`src/rtl/qproc_mem_seq.sv`:
```
// qproc_mem_seq: single-port memory transfer sequencer.
//
// A start pulse launches a burst of len_i words from addr_i. Writes take words
// from a valid/ready stream and push them to the memory port in the
// handshake cycle. Reads issue one access at a time, wait RD_LAT cycles,
// then present the word on a valid/ready stream.
//
// Parameters: AW (address width), DW (data width), RD_LAT (1-4, memory read
// latency in cycles from mem_en_o to mem_rdt_i valid).
//
// Ports:
//   c_clk_i, c_rst_ni            clock, async active-low reset
//   start_i, dir_i, addr_i, len_i transfer request (dir_i: 0 read, 1 write)
//   abort_i                      cancel the active transfer
//   wdata_i, wvalid_i, wready_o  write-word stream
//   rdata_o, rvalid_o, rready_i  read-word stream
//   mem_en_o, mem_we_o, mem_addr_o, mem_wdt_o, mem_rdt_i  memory port
//   busy_o, done_o, err_o        status (done_o one-cycle pulse, err_o sticky)
//
// Optional feature: define QPROC_MEM_SEQ_TIMEOUT_EN to abandon a transfer
// (with err_o) after 65535 consecutive stalled cycles in WR_WAIT or RD_HOLD.

module qproc_mem_seq #(
    parameter int AW     = 16,
    parameter int DW     = 32,
    parameter int RD_LAT = 2
) (
    input  logic          c_clk_i,
    input  logic          c_rst_ni,
    input  logic          start_i,
    input  logic          dir_i,
    input  logic [AW-1:0] addr_i,
    input  logic [15:0]   len_i,
    input  logic          abort_i,
    input  logic [DW-1:0] wdata_i,
    input  logic          wvalid_i,
    output logic          wready_o,
    output logic [DW-1:0] rdata_o,
    output logic          rvalid_o,
    input  logic          rready_i,
    output logic          mem_en_o,
    output logic          mem_we_o,
    output logic [AW-1:0] mem_addr_o,
    output logic [DW-1:0] mem_wdt_o,
    input  logic [DW-1:0] mem_rdt_i,
    output logic          busy_o,
    output logic          done_o,
    output logic          err_o
);

    typedef enum logic [2:0] {
        IDLE, WR_WAIT, RD_ISSUE, RD_WAIT, RD_HOLD, DONE
    } state_t;

    state_t        state;
    logic [AW-1:0] addr_q;
    logic [15:0]   len_q;
    logic [15:0]   count;
    logic [2:0]    wait_cnt;
    logic          wr_hs;
    logic          rd_hs;
    logic          last;
    logic          timeout;
    logic [AW-1:0] cur_addr;

    assign wr_hs    = (state == WR_WAIT) && wvalid_i;
    assign rd_hs    = (state == RD_HOLD) && rready_i;
    assign last     = (count == len_q - 16'd1);
    // Address wraps naturally modulo 2^AW.
    assign cur_addr = addr_q + AW'(count);

    // Status and stream flags are pure state decodes, so reset forces them low.
    assign busy_o   = (state != IDLE);
    assign done_o   = (state == DONE);
    assign wready_o = (state == WR_WAIT);
    assign rvalid_o = (state == RD_HOLD);

    // Write words reach memory in the handshake cycle itself, so the memory
    // port is decoded combinationally and is zero whenever no access is made.
    assign mem_en_o   = wr_hs || (state == RD_ISSUE);
    assign mem_we_o   = wr_hs;
    assign mem_addr_o = mem_en_o ? cur_addr : '0;
    assign mem_wdt_o  = wr_hs ? wdata_i : '0;

`ifdef QPROC_MEM_SEQ_TIMEOUT_EN
    logic [15:0] idle_cnt;
    logic        stalled;

    assign stalled = ((state == WR_WAIT) && !wvalid_i) ||
                     ((state == RD_HOLD) && !rready_i);
    // Fires on the 65535th consecutive stalled cycle.
    assign timeout = stalled && (idle_cnt == 16'hFFFE);

    always_ff @(posedge c_clk_i or negedge c_rst_ni) begin
        if (!c_rst_ni) begin
            idle_cnt <= '0;
        end else if (stalled && !timeout) begin
            idle_cnt <= idle_cnt + 16'd1;
        end else begin
            idle_cnt <= '0;
        end
    end
`else
    assign timeout = 1'b0;
`endif

    always_ff @(posedge c_clk_i or negedge c_rst_ni) begin
        if (!c_rst_ni) begin
            state    <= IDLE;
            addr_q   <= '0;
            len_q    <= '0;
            count    <= '0;
            wait_cnt <= '0;
            rdata_o  <= '0;
            err_o    <= 1'b0;
        end else begin
            if (start_i && (state != IDLE)) begin
                err_o <= 1'b1;
            end
            case (state)
                IDLE: begin
                    // start_i outranks abort_i here.
                    if (start_i) begin
                        err_o  <= 1'b0;
                        addr_q <= addr_i;
                        len_q  <= len_i;
                        count  <= '0;
                        if (len_i == 16'd0) state <= DONE;
                        else if (dir_i)     state <= WR_WAIT;
                        else                state <= RD_ISSUE;
                    end
                end
                WR_WAIT: begin
                    if (wr_hs) begin
                        // The word is already on the memory port this cycle,
                        // so an abort still lets it complete.
                        count <= count + 16'd1;
                        if (abort_i)   state <= IDLE;
                        else if (last) state <= DONE;
                    end else if (abort_i) begin
                        state <= IDLE;
                    end else if (timeout) begin
                        err_o <= 1'b1;
                        state <= IDLE;
                    end
                end
                RD_ISSUE: begin
                    wait_cnt <= '0;
                    state    <= abort_i ? IDLE : RD_WAIT;
                end
                RD_WAIT: begin
                    if (abort_i) begin
                        state <= IDLE;
                    end else if (wait_cnt == 3'(RD_LAT - 1)) begin
                        rdata_o <= mem_rdt_i;
                        state   <= RD_HOLD;
                    end else begin
                        wait_cnt <= wait_cnt + 3'd1;
                    end
                end
                RD_HOLD: begin
                    if (abort_i) begin
                        state <= IDLE;
                    end else if (rd_hs) begin
                        count <= count + 16'd1;
                        state <= last ? DONE : RD_ISSUE;
                    end else if (timeout) begin
                        err_o <= 1'b1;
                        state <= IDLE;
                    end
                end
                DONE: begin
                    state <= IDLE;
                end
                default: begin
                    state <= IDLE;
                end
            endcase
        end
    end

endmodule

```
`config.mk`:
```
export PLATFORM = sky130hd
export DESIGN_NAME = qproc_mem_seq
export DESIGN_NICKNAME = d
export VERILOG_FILES = /design/src/rtl/qproc_mem_seq.sv
export SDC_FILE = /design/constraint.sdc
export NUM_CORES = 1
export LEC_CHECK = 0
export ABC_CLOCK_PERIOD_IN_PS = 3500
export CORE_MARGIN = 5
export CORE_UTILIZATION = 41
export DETAILED_ROUTE_END_ITERATION = 6
export PLACE_DENSITY = 0.78
export SLEW_MARGIN = 0
export SYNTH_ARGS = -nofsm -noshare
export SYNTH_HDL_FRONTEND = slang
export SYNTH_SLANG_ARGS = --single-unit
```
`constraint.sdc`:
```
create_clock -name c_clk_i -period 3.5 [get_ports c_clk_i]
set_clock_uncertainty 0.2 [all_clocks]
set_input_delay 1.05 -clock c_clk_i [delete_from_list [all_inputs] [get_ports c_clk_i]]
set_output_delay 1.05 -clock c_clk_i [all_outputs]
set_load 0.01 [all_outputs]
```
# --- Word-level counts from Yosys, hierarchy flattened ---
# Cells that the tools add are included.
op_classes:
  add_sub_neg: 4
  n_mul: 0
  n_div: 0
  magnitude_cmp: 0
  eq_ne: 17
  shift: 0
  n_mux: 27
  bitwise: 1
  n_reduce_logical: 14
op_table:
  columns: ["operator", "count"]
  rows:
  - ["$mux 16", 5]
  - ["$pmux 16 s3", 1]
  - ["$mux 3", 13]
  - ["$mux 32", 1]
  - ["$add 16x1->16 const B", 1]
  - ["$add 16x16->16", 1]
  - ["$eq 16x16->1", 1]
  - ["$logic_not 16->1", 1]
  - ["$sub 16x1->16 const B", 1]
  - ["$pmux 3 s5", 1]
  - ["$reduce_and 5->1", 2]
  - ["$ne 3x2->1 const B", 3]
  - ["$ne 2x2->1 const B", 4]
  - ["$eq 3x1->1 const B", 2]
  - ["$eq 3x2->1 const B", 2]
  - ["$eq 3x3->1 const B", 2]
  - ["$pmux 3 s2", 1]
  - ["$reduce_and 3->1", 2]
  - ["$reduce_bool 3->1", 2]
  - ["$mux 2", 2]
  - ["$ne 2x1->1 const B", 2]
  - ["$add 3x1->3 const B", 1]
  - ["$logic_and 1x1->1", 3]
  - ["$logic_not 3->1", 1]
  - ["6 further kinds", 8]
totals:
  register_bits: 87
  latchBits: 0
  ram_bits: 0
  mem_bits_ro: 0
  in_bits: 103
  out_inout_bits: 87
  mem_count: 0

# --- Depth between registers and ports, before layout ---
logic_depth:
  word_depth: 6
  depth_mapped: 11
  ltp_nobuf: 10

# --- Worst setup path after synthesis ---
# OpenSTA, ideal clock, no wires.
synth_path:
  path_kind: "reg2out"
  from: "reg count[0]"
  to: "out mem_addr_o[14]"
  arrival_time_ns: 2.646
  slack_ns: -0.396
  stages_incl_launch_ff: 11
  n_path_buf: 0
  path_cell_list: "dfrtp_1 ha_1 fa_1 a21o_1 a21oi_1 nor2b_1 o31a_1 o41ai_1 o21ai_0 xnor2_1 nor2_1"
synth_via:
  elab_chain_cells: 2
synth_lines:
  columns: ["item", "line_no", "source"]
  rows:
  - ["start, declared", "58", "logic [15:0] count;"]
  - ["start signal, assigned", "137", "count <= count + 16'd1;"]
  - ["start signal, assigned", "165", "count <= count + 16'd1;"]
  - ["$add 16x16->16", "70", "assign cur_addr = addr_q + AW'(count);"]
  - ["$mux 16", "82", "assign mem_addr_o = mem_en_o ? cur_addr : '0;"]
  - ["end, declared", "43", "output logic [AW-1:0] mem_addr_o,"]
# No other way between the ends.

# --- Worst setup path in the final report ---
# Ends and elaborated chain as after synthesis.

==> results.ini <==
[worst_setup_path]
required_ns = 2.25
crit_path_start_kind = register
critPathArrivalTime_ns = 2.84
worst-path-max-fanout = 3
critical_path_class = reg2out
critical_path.endpoint_type = primary output

[synthesis]
yosys-top-cells-count = 87 x sky130_fd_sc_hd__dfrtp_1, 62 x sky130_fd_sc_hd__mux2_2, 44 x sky130_fd_sc_hd__nor2_1
postSynth.topFlopCell = sky130_fd_sc_hd__dfrtp_1
ys_warn_count = 0
largest_family_of_logic_cells_by_synthesized_area = simple AND/OR/NAND/NOR gates
synth_top_area_cell = sky130_fd_sc_hd__dfrtp_1
synth_top_area_share_pct = 41.75
synth_cell_types = 68
synth-seq-cells = 87
cell_with_the_most_instances_after_synthesis = sky130_fd_sc_hd__dfrtp_1
synth_edf_count = 0
yosys.area_share.simple_pct = 19.77
syn_nets = 623
asyncSetResetFlopFracSynth_pct = 100.0
ys_seq_area_share_pct = 41.75
synthXorXnorAreaFrac_pct = 7.390
netlist_instances = 500
avgSynthCellArea_um2 = 10.43
synth_area_leaders = sky130_fd_sc_hd__dfrtp_1 42%, sky130_fd_sc_hd__mux2_2 13%, sky130_fd_sc_hd__ha_1 4.6%
synthesized_area_fraction_occupied_by_ao_oa_aoi_and_oai_cells_pct = 8.829
syn_area_um2 = 5215
yosys-mux-area-fraction_pct = 14.20
synth_adder_area_share_pct = 4.942

[final_layout]
final.fill_count = 1001
ff_latch_area_um2 = 2180
num_antenna_cells = 0
layout_cell_share_with_drive_strength_beyond_1_pct = 26.26
nets = 854
multi_input_comb_area_um2 = 3009
area.growth.synth_to_final_pct = 54.97
final_cells = 907
final_util_pct = 64.30

[floorplan]
core_area_um2 = 12570
design.portCount = 190
die_height_um = 122.8
dieWidth_um = 122.8
fp_rows = 41
floorplan.initialDensity_pct = 41.49
design.die.area_um2 = 15070

[power]
fin_total_pwr_uw = 5539
power.static_leakage_uw = 0.003716
power.density_nw_per_um2 = 685.4
worst_ir_drop_vdd_mv = 0.4076

[grt]
antenna_violations_before_repair = 0
global_route.usage.total_pct = 20.56
global_route_wire_length_before_repair_mm = 24.43
globalRoute.totalOverflow = 0
grt_max_degree = 49
via_count_of_the_first_global_routing_pass = 4994

[sta]
fmax_mhz = 244.7
max_slew_margin_pct = 60.45
setup_violations = 10
timing.final.max_slew_violations = 0
fin_crit_sh_pct = 116.8
hold_viol_final = 0
grt_setup_unrepaired = yes
min_period_ns = 4.086
worstMarginPinSlew_ns = 0.5932
setup_ws_ns = -0.5863

[clock_tree]
cts_tree = done
cts_max_level = 3
clock_latency_ns = 0.35
clockBufferDepth = 2
root_buffer = sky130_fd_sc_hd__clkbuf_16
clk_transition_reported_paths_ns = 0.06
cts_buffers = 9
cts_sink_cnt = 87

[placement]
post-dp-hpwl_mm = 11.59
gpl.final_weighted_congestion = 0.8455
number_of_instances_in_the_placed_design = 879
port-buffer-count = 189

[routing]
routed.top_layer = met4
avgRoutedWirePerCell_um = 17.20
route.vias.total = 4659
total_length_of_routed_met2_wires_mm = 7.944
antenna_left = 0
vias_per_cell = 5.137
number_of_drc_violations_after_detailed_routing = 0
detailedRoute.firstIterationViolations = 206
detailroute.wirelength.met3_mm = 1.213
met1_length_mm = 6.207
detailedRoute.firstPassIterationCount = 5
finalWirelength_mm = 15.60

[run]
cap_violations = 0

[status]
failed_checks = setup timing
status = complete, but fails checks

[hold_path]
worstHoldPathType = reg2reg

-- worst max-delay path, cell delays in order (launching register included) --
cell,delay [ns]
sky130_fd_sc_hd__dfrtp_2,0.42
sky130_fd_sc_hd__ha_4,0.17
sky130_fd_sc_hd__fa_2,0.33
sky130_fd_sc_hd__a21o_1,0.18
sky130_fd_sc_hd__a21oi_2,0.17
sky130_fd_sc_hd__nor2b_2,0.07
sky130_fd_sc_hd__o31a_1,0.30
sky130_fd_sc_hd__o41ai_2,0.26
sky130_fd_sc_hd__buf_4,0.17
sky130_fd_sc_hd__o21ai_2,0.05
sky130_fd_sc_hd__xnor2_1,0.13
sky130_fd_sc_hd__nor2_1,0.10
sky130_fd_sc_hd__buf_2,0.13
-- cell type report --
type,instances,area share [%]
Tap cell,172,2.663
Timing Repair Buffer,245,28.78
Multi-Input combinational cell,373,37.23
Inverter,15,0.6967
Clock inverter,5,0.6967
Clock buffer,10,2.957
Sequential cell,87,26.97
-- layout by cell type (no fill, tap or decap), types with 4 or more instances in the layout --
cell type and instances:
sky130_fd_sc_hd__xor2_1 21, sky130_fd_sc_hd__buf_4 47, sky130_fd_sc_hd__inv_1 12, sky130_fd_sc_hd__mux2_2 62
sky130_fd_sc_hd__xnor2_1 21, sky130_fd_sc_hd__a21oi_1 7, sky130_fd_sc_hd__nand2b_1 5, sky130_fd_sc_hd__clkbuf_16 10
sky130_fd_sc_hd__and3_1 34, sky130_fd_sc_hd__a31oi_1 4, sky130_fd_sc_hd__nand3b_1 4, sky130_fd_sc_hd__o21ai_0 11
sky130_fd_sc_hd__nor4_1 5, sky130_fd_sc_hd__buf_6 5, sky130_fd_sc_hd__ha_1 16, sky130_fd_sc_hd__nand3_1 12
sky130_fd_sc_hd__o21a_1 4, sky130_fd_sc_hd__dfrtp_1 85, sky130_fd_sc_hd__nor2_1 43, sky130_fd_sc_hd__clkdlybuf4s50_1 166
sky130_fd_sc_hd__dlymetal6s2s_1 5, sky130_fd_sc_hd__nand2_1 23, sky130_fd_sc_hd__nor3_1 6, sky130_fd_sc_hd__nand4_1 6
sky130_fd_sc_hd__nor2b_1 4, sky130_fd_sc_hd__buf_2 14
-- state kept, by name, indices dropped and copies added, names as in the netlist, named ones only --
register,cells
rdata_o,32
addr_q,16
count,16
len_q,16
state,3
wait_cnt,3
-- routing by layer --
| layer | vias up | global-route usage [%] |
|---|---|---|
| met1 | 2268 | 24.15 |
| met3 | 19 | 7.788 |
| met2 | 129 | 34.88 |
| met5 | - | 0 |
| li1 | 2243 | - |
| met4 | 0 | 6.158 |
-- power by group --
| part | internal [uW] | total (uW) | switching (uW) |
|---|---|---|---|
| sequential | 1380 | 1750 | 373 |
| clock | 568 | 974 | 405 |
| combinational | 1560 | 2810 | 1250 |
| total | 3510 | 5540 | 2030 |
-- cell families (layout without fill, tap and decap cells) --
kind of cell | Yosys count | count (layout)
buf+inv | 40 | 275
mux | 66 | 66
compound gates | 66 | 66
fa+ha+maj | 20 | 20
xor+xnor | 44 | 44
flops | 87 | 87
simple gates | 177 | 177
-- per-stage QoR --
stage	TNS, ns	hold slack [ns]	instance area (um2)	setup slack (ns)
finish	-3.422	0.3028	8082	-0.5863
global route	-4.735	0.3184	8082	-0.7021
CTS	-4.290	0.3071	8020	-0.7363
detailed placement	-18.51	0.2926	7580	-0.5353
global placement	-16.75	0.2840	7580	-0.5034
floorplan	-0.06055	0.2875	5233	-0.06055
-- worst paths after layout --
path	slack [ns]	from	end	cells after the start
worst max-delay path	-0.59	count[0]	mem_addr_o[14]	12
worst min-delay path	0.30	rdata_o[22]	rdata_o[22]	1
min in group asynchronous	0.49	c_rst_ni	rdata_o[29]	1
worst min register to register	0.30	rdata_o[22]	rdata_o[22]	1
max in group asynchronous	1.92	c_rst_ni	len_q[9]	2
worst max register to register	0.44	len_q[0]	state[0]	10
-- repair_timing --
action | 4_1_cts | 5_1_grt
hold endpoints to repair | 0 | 0
setup endpoints to repair | 50 | 44
gates resized for setup | 85 | 18
setup buffers | 17 | 5
cloned | 0 | 1
hold buffers | 0 | 0
pin swaps | 15 | 15
No activity file was read; power rests on OpenSTA's default activity.
